--- src/rtl/hazard_control.sv ---
// ---------------------------------------------------------------------------
// hazard_control
//   Register-tag pipeline and interlock for the 5-stage MIPS core. Carries
//   source/destination register tags from ID through EX, MEM and WB, feeds
//   the forwarding unit, and detects the hazards forwarding cannot cover
//   (load-use and ID-stage branch compare). On a hazard it freezes PC and
//   IF/ID and injects a bubble into ID/EX.
//
//   Optional feature: define HAZARD_STATS_EN to enable the saturating
//   stall_cycles counter; otherwise stall_cycles is tied to 0.
//
// Ports
//   clk, rst                  clock, synchronous active-high reset
//   id_valid                  ID holds a real instruction
//   id_rs, id_rt              source register fields in ID
//   id_uses_rs, id_uses_rt    ID instruction reads rs / rt
//   id_write_reg              destination register in ID
//   id_reg_write              ID instruction writes the register file
//   id_mem_to_reg             ID instruction is a load
//   id_branch                 ID instruction compares rs/rt in ID
//   ext_stall                 memory-system freeze of the whole pipeline
//   pc_write, if_id_write     PC / IF-ID load enables
//   id_ex_bubble              zero the control fields loaded into ID/EX
//   ex_rs, ex_rt              source tags in EX
//   mem_write_reg/reg_write   destination tag / write flag in MEM
//   wb_write_reg/reg_write    destination tag / write flag in WB
//   stall_cycles              hazard stall cycle count
// ---------------------------------------------------------------------------
module hazard_control #(
    parameter int RA_W  = 5,
    parameter int CNT_W = 32
) (
    input  logic             clk,
    input  logic             rst,
    input  logic             id_valid,
    input  logic [RA_W-1:0]  id_rs,
    input  logic [RA_W-1:0]  id_rt,
    input  logic             id_uses_rs,
    input  logic             id_uses_rt,
    input  logic [RA_W-1:0]  id_write_reg,
    input  logic             id_reg_write,
    input  logic             id_mem_to_reg,
    input  logic             id_branch,
    input  logic             ext_stall,
    output logic             pc_write,
    output logic             if_id_write,
    output logic             id_ex_bubble,
    output logic [RA_W-1:0]  ex_rs,
    output logic [RA_W-1:0]  ex_rt,
    output logic [RA_W-1:0]  mem_write_reg,
    output logic             mem_reg_write,
    output logic [RA_W-1:0]  wb_write_reg,
    output logic             wb_reg_write,
    output logic [CNT_W-1:0] stall_cycles
);

    // EX stage
    logic [RA_W-1:0] ex_rs_q, ex_rs_d;
    logic [RA_W-1:0] ex_rt_q, ex_rt_d;
    logic [RA_W-1:0] ex_write_reg_q, ex_write_reg_d;
    logic            ex_reg_write_q, ex_reg_write_d;
    logic            ex_mem_to_reg_q, ex_mem_to_reg_d;
    // MEM stage
    logic [RA_W-1:0] mem_write_reg_q, mem_write_reg_d;
    logic            mem_reg_write_q, mem_reg_write_d;
    logic            mem_mem_to_reg_q, mem_mem_to_reg_d;
    // WB stage
    logic [RA_W-1:0] wb_write_reg_q, wb_write_reg_d;
    logic            wb_reg_write_q, wb_reg_write_d;

    logic load_use, br_ex, br_mem, hz;

    // True when a nonzero tag r is read by the instruction in ID. r0 is
    // hard-wired zero, so a write to it never creates a dependency.
    function automatic logic id_reads(input logic [RA_W-1:0] r,
                                      input logic [RA_W-1:0] rs,
                                      input logic [RA_W-1:0] rt,
                                      input logic            urs,
                                      input logic            urt);
        return (r != '0) && ((urs && (r == rs)) || (urt && (r == rt)));
    endfunction

    always_comb begin
        load_use = ex_reg_write_q && ex_mem_to_reg_q &&
                   id_reads(ex_write_reg_q, id_rs, id_rt, id_uses_rs, id_uses_rt);
        br_ex    = id_branch && ex_reg_write_q &&
                   id_reads(ex_write_reg_q, id_rs, id_rt, id_uses_rs, id_uses_rt);
        br_mem   = id_branch && mem_reg_write_q && mem_mem_to_reg_q &&
                   id_reads(mem_write_reg_q, id_rs, id_rt, id_uses_rs, id_uses_rt);
        hz       = id_valid && (load_use || br_ex || br_mem);
    end

    always_comb begin
        if (rst) begin
            pc_write     = 1'b0;
            if_id_write  = 1'b0;
            id_ex_bubble = 1'b1;
        end else begin
            pc_write     = !ext_stall && !hz;
            if_id_write  = !ext_stall && !hz;
            id_ex_bubble = hz && !ext_stall;
        end
    end

    always_comb begin
        // Default: hold everything (covers ext_stall freeze).
        ex_rs_d          = ex_rs_q;
        ex_rt_d          = ex_rt_q;
        ex_write_reg_d   = ex_write_reg_q;
        ex_reg_write_d   = ex_reg_write_q;
        ex_mem_to_reg_d  = ex_mem_to_reg_q;
        mem_write_reg_d  = mem_write_reg_q;
        mem_reg_write_d  = mem_reg_write_q;
        mem_mem_to_reg_d = mem_mem_to_reg_q;
        wb_write_reg_d   = wb_write_reg_q;
        wb_reg_write_d   = wb_reg_write_q;
        if (!ext_stall) begin
            wb_write_reg_d   = mem_write_reg_q;
            wb_reg_write_d   = mem_reg_write_q;
            mem_write_reg_d  = ex_write_reg_q;
            mem_reg_write_d  = ex_reg_write_q;
            mem_mem_to_reg_d = ex_mem_to_reg_q;
            if (hz || !id_valid) begin
                // Bubble: a stalled or empty ID slot enters EX as all zeros.
                ex_rs_d         = '0;
                ex_rt_d         = '0;
                ex_write_reg_d  = '0;
                ex_reg_write_d  = 1'b0;
                ex_mem_to_reg_d = 1'b0;
            end else begin
                ex_rs_d         = id_rs;
                ex_rt_d         = id_rt;
                ex_write_reg_d  = id_write_reg;
                ex_reg_write_d  = id_reg_write;
                ex_mem_to_reg_d = id_mem_to_reg;
            end
        end
    end

    always_ff @(posedge clk) begin
        if (rst) begin
            ex_rs_q          <= '0;
            ex_rt_q          <= '0;
            ex_write_reg_q   <= '0;
            ex_reg_write_q   <= 1'b0;
            ex_mem_to_reg_q  <= 1'b0;
            mem_write_reg_q  <= '0;
            mem_reg_write_q  <= 1'b0;
            mem_mem_to_reg_q <= 1'b0;
            wb_write_reg_q   <= '0;
            wb_reg_write_q   <= 1'b0;
        end else begin
            ex_rs_q          <= ex_rs_d;
            ex_rt_q          <= ex_rt_d;
            ex_write_reg_q   <= ex_write_reg_d;
            ex_reg_write_q   <= ex_reg_write_d;
            ex_mem_to_reg_q  <= ex_mem_to_reg_d;
            mem_write_reg_q  <= mem_write_reg_d;
            mem_reg_write_q  <= mem_reg_write_d;
            mem_mem_to_reg_q <= mem_mem_to_reg_d;
            wb_write_reg_q   <= wb_write_reg_d;
            wb_reg_write_q   <= wb_reg_write_d;
        end
    end

    assign ex_rs         = ex_rs_q;
    assign ex_rt         = ex_rt_q;
    assign mem_write_reg = mem_write_reg_q;
    assign mem_reg_write = mem_reg_write_q;
    assign wb_write_reg  = wb_write_reg_q;
    assign wb_reg_write  = wb_reg_write_q;

`ifdef HAZARD_STATS_EN
    logic [CNT_W-1:0] stall_cycles_q, stall_cycles_d;

    // Counts only hazard stalls that actually take effect; saturates.
    always_comb begin
        stall_cycles_d = stall_cycles_q;
        if (hz && !ext_stall && (stall_cycles_q != {CNT_W{1'b1}})) begin
            stall_cycles_d = stall_cycles_q + 1'b1;
        end
    end

    always_ff @(posedge clk) begin
        if (rst) begin
            stall_cycles_q <= '0;
        end else begin
            stall_cycles_q <= stall_cycles_d;
        end
    end

    assign stall_cycles = stall_cycles_q;
`else
    assign stall_cycles = '0;
`endif

endmodule

--- config.mk ---
export PLATFORM = sky130hd
export DESIGN_NAME = hazard_control
export DESIGN_NICKNAME = d
export VERILOG_FILES = /design/src/rtl/hazard_control.sv
export SDC_FILE = /design/constraint.sdc
export NUM_CORES = 1
export LEC_CHECK = 0
export CAP_MARGIN = 0
export CORE_MARGIN = 2
export CORE_UTILIZATION = 43
export CTS_CLUSTER_SIZE = 40
export DETAILED_ROUTE_END_ITERATION = 12
export PLACE_DENSITY_LB_ADDON = 0.05
export SYNTH_ARGS = -nofsm -noshare
export SYNTH_HDL_FRONTEND = slang
export SYNTH_SLANG_ARGS = --single-unit
--- constraint.sdc ---
create_clock -name clk -period 3.5 [get_ports clk]
set_clock_uncertainty 0.05 [all_clocks]
set_input_delay 0.525 -clock clk [delete_from_list [all_inputs] [get_ports clk]]
set_output_delay 0.525 -clock clk [all_outputs]
set_load 0.005 [all_outputs]
==> results.md <==
| Metric | Reported |
| --- | --- |
| Status | finished clean |
| Slowest cell on the critical path | clkdlybuf4s50_1 |
| Worst skew pair latency | 0.27 ns |
| Wire length of the first global-routing pass | 5.340 mm |
| Largest net degree at the start of global routing | 18 |
| Most prevalent standard cell on the critical path | clkdlybuf4s50_1 |
| DIE AREA | 4182 sq um |
| Routed wirelength normalized by instance count | 13.13 microns |
| GR Util All Layers | 0.1690 |
| Logic depth of the worst path, buffers included | 7 |
| Launching point of the worst reg2reg path | mem_write_reg[1]$_SDFFE_PP0N_ |
| Setup tns final | 0 ns |
| Commonest non-fill, non-tap cell in the layout | clkdlybuf4s50_1 |
| Vias in the first global route | 1,124 |
| Post-CTS resize count | 0 |
| Number of sinks on the clock net | 30 |
| Number of vias after detailed routing | 1,157 |
| Number of distinct library cells after synthesis | 28 |
| Relative contribution of the clock network to total power | 0.342 |
| Slew margin rel. | 0.1725 |
| Time the final worst path needs with I/O delays and setup | 3.082 ns |
| Max Slew Vio Count | 0 |
| Drt via density | 4.502 |
| Worst path required time | 2.92 ns |
| Number of max-cap violations | 0 |
| Hold-fix buffers at CTS | 0 |
| Depth of the CTS H-tree | 2 |
| Pwr/cell area | 353.1 nW/um^2 |
| Internal power of the cells | 0.5520 mW |
| Share of power burned in registers | 0.501 |
| Chip height | 64.67 microns |
| Number of hold-slack violations in the final timing report | 0 |
| Starting density of the core | 0.4389 |
| Net load switching power | 0.1707 mW |
| Logic depth of the worst register-to-register path | 5 |
| Fraction of final layout cells sized beyond drive strength 1 | 0.05742 |
| Register clock-pin slew on the reported worst setup and hold paths | 0.06 ns |
| Synthesized area divided by synthesized cell count | 9.831 sq um |
| Fmax | 324.5 MHz |
| CTS Root Cell | clkbuf_8 |
| Reg area | 600.6 sq um |
| Crit-path cells | clkdlybuf4s50_1 > xnor2_1 > nand4_1 > o22ai_1 > a22oi_1 > o21bai_1 > clkdlybuf4s50_1 |
| Switching Fraction | 0.2361 |
| Endpoint of the most critical register-to-register path | ex_mem_to_reg_q$_SDFFE_PP0N_ |
| Worst hold slack | 0.4240 ns |
| Ys Warns | 0 |
| Number of buffer and inverter instances along the worst setup path | 2 |
| Post-synthesis sequential area ratio | 0.3794 |
| Routed wire length | 3.375 mm |
| Placeable core region | 3606 sq um |
| Number of synthesized register bits | 30 |
| Synthesized netlist cell count | 161 |
| Die outline width | 64.67 microns |
| Number of placement rows | 22 |
| Slew at the pin closest to its max-slew limit | 1.239 ns |
| Filler cells | 323 |
| Cell class contributing the biggest share of worst-path delay | buffers and inverters |
| Crit. Startpoint | id_rt[1] |
| Count of boundary I/O pins | 81 |
| Max incr delay on CP | 0.55 ns |
| End point of the critical path | id_ex_bubble |
| Detailed-routing iteration count for the pre-antenna-repair pass | 4 |
| Final Wtd Congestion | 0.8126 |
| Most used cells in the layout excluding fill and tap cells | clkdlybuf4s50_1, conb_1, dfxtp_1 |
| Primary flip-flop cell chosen by synthesis mapping | dfxtp_1 |
| Count of flip-flops with a built-in enable after synthesis | 0 |
| Category of the worst setup path capture point | output pin |
| Cell area after technology mapping | 1583 sq um |
| Number of DRC violations after detailed routing | 0 |
| Worst R2R Setup Slack | 1.58 ns |
| Clock tree from TritonCTS | yes |
| DRT antenna net count | 0 |
| Share of async-settable or async-resettable flops after synthesis | 0 |
| Leakage | 0.8107 nW |
| Area growth from synthesis to layout | 29.33% |
| Largest fanout on the critical path | 3 |
| Total setup violations reported at the end of the flow | 0 |
| CP Class | input pin to output pin |
| Congestion Overflow GR | 0 |
| Largest buffer count on any clock path | 2 |
| Tightest Hold Check Type | flip-flop to flip-flop |
| Number of antenna cells inserted | 0 |
| Worst hold start | ex_rt[1]$_SDFFE_PP0N_ |
| Final worst-path cycle share | 0.8805 |
| Worst-case vdd ir drop | 0.2165 mV |
| Type of element launching the critical path | input pin |
| TritonCTS buffer count | 5 |
| Arrival time reported for the critical path endpoint | 2.51 ns |
| Part of the total power dissipated in combinational logic | 0.156 |
| Post CTS Setup Buffer Count | 0 |
| Unrepaired setup endpoints after global routing | no |
| Count of input and output buffers | 48 |
| Net count reported at finish | 233 |
| Placed wire-length estimate after detailed placement | 2.496 mm |
| Multi-input gate area in the final layout | 810.8 sq um |
| Number of antenna violations at the first check in global routing | 0 |
| Count of routing violations after the opening detailed-route iteration | 29 |
## kinds of logic (layout without fill, tap and decap cells)
logic type | count (synthesis) | count (layout) | synth area share
AND/OR/NAND/NOR | 30 | 30 | 0.09249
buffers and inverters | 41 | 58 | 0.1818
multiplexers | 13 | 13 | 0.08221
AO/OA/AOI/OAI | 26 | 26 | 0.1510
flip-flops | 30 | 30 | 0.3794
XOR/XNOR | 20 | 20 | 0.1107
other | 1 | 32 | 0.002369
## cell usage after synthesis (2+ instances only)
library cell / number / area share
nand4_2: 2 / 0.016
mux2i_1: 13 / 0.082
nor2_1: 16 / 0.038
a21oi_1: 2 / 0.0063
xnor2_1: 20 / 0.11
dfxtp_1: 30 / 0.38
buf_2: 2 / 0.0063
nor3_1: 2 / 0.0063
buf_4: 33 / 0.16
a22o_1: 17 / 0.094
clkbuf_1: 3 / 0.0071
nand4_1: 2 / 0.0079
nand2_1: 4 / 0.0095
## worst register-to-register path, stage by stage (launching register included)
cell and delay, ns:
dfxtp_1 0.49, xnor2_1 0.15, nand4_2 0.13, o22ai_4 0.09, a221oi_4 0.73, a22o_1 0.23
## power by group through the flow
stage / clock [mW] / sequential, mW / combinational, mW
6_report: 0.247 / 0.362 / 0.113
3_5_place_dp: 0 / 0.370 / 0.113
4_1_cts: 0.259 / 0.362 / 0.113
3_3_place_gp: 0 / 0.370 / 0.111
2_1_floorplan: 0 / 0.368 / 0.0848
5_1_grt: 0.281 / 0.363 / 0.123
## layer usage
layer,wire (microns),vias to the layer above,global-route usage
met4,58,0,0.06649
met5,0,-,0
met2,1495,48,0.2565
li1,-,579,-
met1,1593,522,0.2161
met3,228,8,0.06424
## worst min path at each step
stage                                               end  slack [ns]  cells after the start
after floorplan           mem_mem_to_reg_q$_SDFFE_PP0N_        0.41                      2
after global placement            ex_rt[3]$_SDFFE_PP0N_        0.41                      1
after detailed placement          ex_rt[0]$_SDFFE_PP0N_        0.42                      1
after CTS                         ex_rt[0]$_SDFFE_PP0N_        0.43                      1
after global routing              ex_rt[0]$_SDFFE_PP0N_        0.45                      1
final                             ex_rt[1]$_SDFFE_PP0N_        0.42                      1
## area by class of cell
type | instances | share of cell area
clock buffers | 7 | 0.03729
inverters | 1 | 0.001834
multi-input cells | 121 | 0.3961
flip-flops and latches | 30 | 0.2934
well taps | 48 | 0.02934
repair buffers | 50 | 0.2421
## through the flow
stage          cells  total power [mW]  setup slack [ns]  area (sq um)    util
2_1_floorplan    192            0.4524             1.437          1699       -
3_3_place_gp     250            0.4808            0.4561          1971  0.5465
3_5_place_dp     250            0.4824            0.4456          1971  0.5465
4_1_cts          257            0.7347            0.4280          2047  0.5677
5_1_grt          257            0.7672            0.3132          2047  0.5677
6_report         257            0.7227            0.4183          2047  0.5677
(Power assumes the default switching activity.)
==> RTL edit 1: new RTL, same flow settings <==
Build with the macro `HAZARD_STATS_EN` defined.
--- a/src/rtl/hazard_control.sv
+++ b/src/rtl/hazard_control.sv
@@ -26,6 +26,8 @@
 //   wb_write_reg/reg_write    destination tag / write flag in WB
 //   stall_cycles              hazard stall cycle count
 // ---------------------------------------------------------------------------
+`define HAZARD_STATS_EN
+
 module hazard_control #(
     parameter int RA_W  = 5,
     parameter int CNT_W = 32
Function: changed (Yosys sat finds a counterexample within 4 cycles, from zero or initial values and one cycle with rst high).
==> RTL edit 1 against the unedited design <==
Routed wire length rose by 140%; cell area up 100%; synthesized cell count grew 120%; sequential share of layout area grew 0.50 points; setup slack better by 59 ps; count of clock-buffer cells in the layout increased by 2; sequential cell count grew 32; final cell count increased by 110%; total power increased by 97%; utilization rose by 1.5 points; area after synthesis up 97%; critical path type unchanged; highest routed layer unchanged; worst hold slack got worse by 48 ps; critical path depth is the same; global-route usage increased by 4.6 points.
==> RTL edit 1: results (changes against the unedited design) <==
- Clock buffer count from CTS: 9 (+4)
- Pre-CTS setup slack: 467 ps (+21.2 ps)
- Detailed Routing Iterations Pass 1: 5 (+1)
- Hold Path Cell Cnt: 2 (+1)
- CP Launch Point: id_rs[2]
- Total number of vias: 3024 (+160%)
- Hold EP: ex_rt[3]$_SDFFE_PP0N_
- Post-Synth Adder-Cell Area: 0.00402 (+0.00402)
- Final GP Congestion: 0.881 (+8.4%)
- Worst Path Arrival: 2450 ps (-60 ps)
- Status: completed
- Port bufs: 80 (+67%)
- Synth top cells by count: dfxtp_1 (62), nor2_1 (42), a21oi_1 (28)
- Post-synthesis mux area share: 0.0636 (-0.0187)
- CTS H-tree depth: 3 (+1)
- Vias in the first global route: 2812 (+150%)
- Wirelength per Cell: 15.4 µm (+17%)
- Xor/xnor cell area share of the yosys netlist: 0.0563 (-0.0544)
- Wire length on met2: 4110 µm (+170%)
- Reg-to-Reg Start: stall_cycles[1]$_SDFFE_PP0P_
- First-pass GRT wire length: 13300 µm (+150%)
- Min-delay worst type: in -> reg
- Yosys cell types: 40 (+43%)
- Synth Area in Compound Gates: 0.163 (+0.0115)
- Hold WS: 376 ps (-47.8 ps)
- Min-delay src: rst
RTL edit 1: cell types whose count changed after synthesis, sizes merged, moves of 18 or more:
cell,change
buf,-28
a32oi,+18
nor2,+26
or4,+18
dfxtp,+32
a21oi,+26
RTL edit 1: power by group:
part	total, µW	switching [µW]	internal [µW]
sequential	725	10.8	715
clock	579	315	265
combinational	118	54.3	64.1
RTL edit 1: cell type report:
class                      count  area (µm²)
fill                         682        2980
multi-input combinational    266        1750
sequential                    62        1240
timing repair buffer          86         853
clock buffer                   9         124
tap                           99         124
clock inverter                 7        57.6
inverter                       3        11.3
RTL edit 1: critical path, stage by stage:
cell             delay [ps]
clkdlybuf4s50_1         560
xnor2_1                 150
nand4_1                 110
o22ai_1                 280
a32oi_2                 200
nand2b_1                120
clkdlybuf4s50_1         500
RTL edit 1: through the flow:
step	cell area [µm²]	utilization	instances
global placement	3980	0.557	516
floorplan	3110	-	357
detailed placement	3980	0.557	516
CTS	4160	0.583	532
global route	4160	0.583	532
finish	4160	0.583	532
==> RTL edit 2: new RTL, config.mk and constraints unchanged <==
Without the edit above. `mem_write_reg_q` no longer has a reset.
--- a/src/rtl/hazard_control.sv
+++ b/src/rtl/hazard_control.sv
@@ -144,7 +144,6 @@
             ex_write_reg_q   <= '0;
             ex_reg_write_q   <= 1'b0;
             ex_mem_to_reg_q  <= 1'b0;
-            mem_write_reg_q  <= '0;
             mem_reg_write_q  <= 1'b0;
             mem_mem_to_reg_q <= 1'b0;
             wb_write_reg_q   <= '0;
@@ -155,12 +154,15 @@
             ex_write_reg_q   <= ex_write_reg_d;
             ex_reg_write_q   <= ex_reg_write_d;
             ex_mem_to_reg_q  <= ex_mem_to_reg_d;
-            mem_write_reg_q  <= mem_write_reg_d;
             mem_reg_write_q  <= mem_reg_write_d;
             mem_mem_to_reg_q <= mem_mem_to_reg_d;
             wb_write_reg_q   <= wb_write_reg_d;
             wb_reg_write_q   <= wb_reg_write_d;
         end
+    end
+
+    always_ff @(posedge clk) begin
+        mem_write_reg_q <= mem_write_reg_d;
     end
 
     assign ex_rs         = ex_rs_q;
Function: differs if rst is asserted again (counterexample within 4 cycles, from zero or initial values and one cycle with rst high); with rst held inactive, the same outputs for 10 cycles.
==> RTL edit 2 against the unedited design <==
Sequential power increased by 5%; clock power decreased by 15%; sequential cell count unchanged; routed wire length decreased by 7.1%; highest routed layer unchanged; die area decreased by 2.2%; area after synthesis decreased by 2.4%; synthesized cell count decreased by 7.5%; total power decreased by 1.5%; cell area decreased by 2.6%; final cell count decreased by 4.3%; setup slack about the same; largest cell class unchanged; critical path type unchanged; global-route usage decreased by 1.4 points; worst hold slack improved by 13 ps.
==> RTL edit 2: results (changes against the unedited design) <==
- Top cells by area, synth: dfxtp_1 (32%), buf_4 (17%), xnor2_1 (11%), edfxtp_1 (9.7%), a22o_2 (6.5%)
- Final GP Congestion: 0.889 (+9.3%)
- Post-synthesis mux area share: 0.0518 (-0.0304)
- Fillers: 300 (-7.1%)
- Clock-pin slew on the worst setup and hold paths: 80 ps (+20 ps)
- All-layer global routing usage: 0.155 (-0.0136)
- Hold Path Cell Cnt: 1 (unchanged)
- Dpl hpwl: 2430 µm (-2.7%)
- R2r setup slk: 1470 ps (-110 ps)
- Vias/cell: 4.60 (+2.1%)
- Synth top cells by count: buf_4 (34), dfxtp_1 (25), xnor2_1 (20)
- Xor/xnor cell area share of the yosys netlist: 0.113 (+0.00269)
- Sequential cell area fraction in the yosys report: 0.421 (+0.0416)
- Clk_lat worst skew: 330 ps (+60 ps)
- Vias in the first global route: 1058 (-5.9%)
- Status: completed
- Worst vdd ir: 0.237 mV (+9.4%)
- First-pass GRT wire length: 4930 µm (-7.6%)
- Synth Area in Compound Gates: 0.158 (+0.00691)
- Wirelength per Cell: 12.7 µm (-3.0%)
- P_leak: 0.000789 µW (-2.6%)
- Yosys cell types: 25 (-11%)
- Hold WS: 437 ps (+13.3 ps)
- Worst r2r dst: ex_write_reg_q[2]$_SDFFE_PP0N_
- Nets: 223 (-4.3%)
- Layout cells sized above 1: 0.100 (+0.0426)
- Hold EP: ex_rt[3]$_SDFFE_PP0N_
- Clk root buf: clkbuf_4
- Reg-to-Reg Start: mem_write_reg[2]$_DFFE_PN_
- Number of enable flip-flop cells after synthesis: 5 (+5)
- Min-delay src: ex_rt[3]$_SDFFE_PP0N_
-- RTL edit 2: cell types whose count changed after synthesis, sizes merged --
cell,change
edfxtp,+5
buf,-2
inv,+1
nor2,-4
nand2,+1
mux2i,-5
nor2b,-1
dfxtp,-5
or3,+1
or2,-1
nand2b,-1
clkbuf,-1
-- RTL edit 2: power breakdown --
part / switching [µW] / internal, µW / total, µW
Clock: 112 / 97.2 / 209
Combinational: 51.2 / 72.1 / 123
Sequential: 14.2 / 365 / 379
-- RTL edit 2: layer usage --
metal	vias to the layer above	routed length [µm]	track usage
met3	4	250	0.0546
li1	554	-	-
met4	0	46	0.0543
met5	-	0	0
met2	53	1450	0.260
met1	520	1390	0.183
-- RTL edit 2: worst max-delay path by stage --
stage / from / endpoint / slack, ps / depth (start not counted)
floorplan: id_rt[0] / pc_write / 1450 / 6
global placement: id_rt[3] / id_ex_bubble / 460 / 7
detailed placement: id_rt[3] / id_ex_bubble / 420 / 7
CTS: id_rt[3] / id_ex_bubble / 410 / 7
global route: id_rt[3] / id_ex_bubble / 280 / 7
finish: id_rt[3] / id_ex_bubble / 420 / 7
-- RTL edit 2: kinds of logic after synthesis --
family	Yosys count
DFF	30
buffers and inverters	39
AOI/OAI and AO/OA	26
muxes	8
other	1
and+or+nand+nor	25
xor gates and xnor gates	20
-- RTL edit 2: cell type report --
class	count	area [µm²]	share of cell area
clock buffers	7	55.1	0.0276
repair buffers	49	488	0.245
flip-flops and latches	30	651	0.326
inverters	2	7.51	0.00377
clock inverters	1	5.00	0.00251
well taps	46	57.6	0.0289
multi-input cells	111	729	0.366
-- RTL edit 2: worst reg2reg max path, stage by stage, from the launching register on --
cell,delay [ps]
edfxtp_1,500
xnor2_1,190
nand4_1,120
o22ai_2,120
a221oi_4,730
a22o_2,250
-- RTL edit 2: stage by stage --
stage          utilization  cell area [µm²]  total power, µW  std cells
3_5_place_dp         0.570             1930              510        238
2_1_floorplan            -             1660              470        180
3_3_place_gp         0.570             1930              508        238
6_report             0.588             1990              712        246
4_1_cts              0.588             1990              721        246
5_1_grt              0.588             1990              753        246
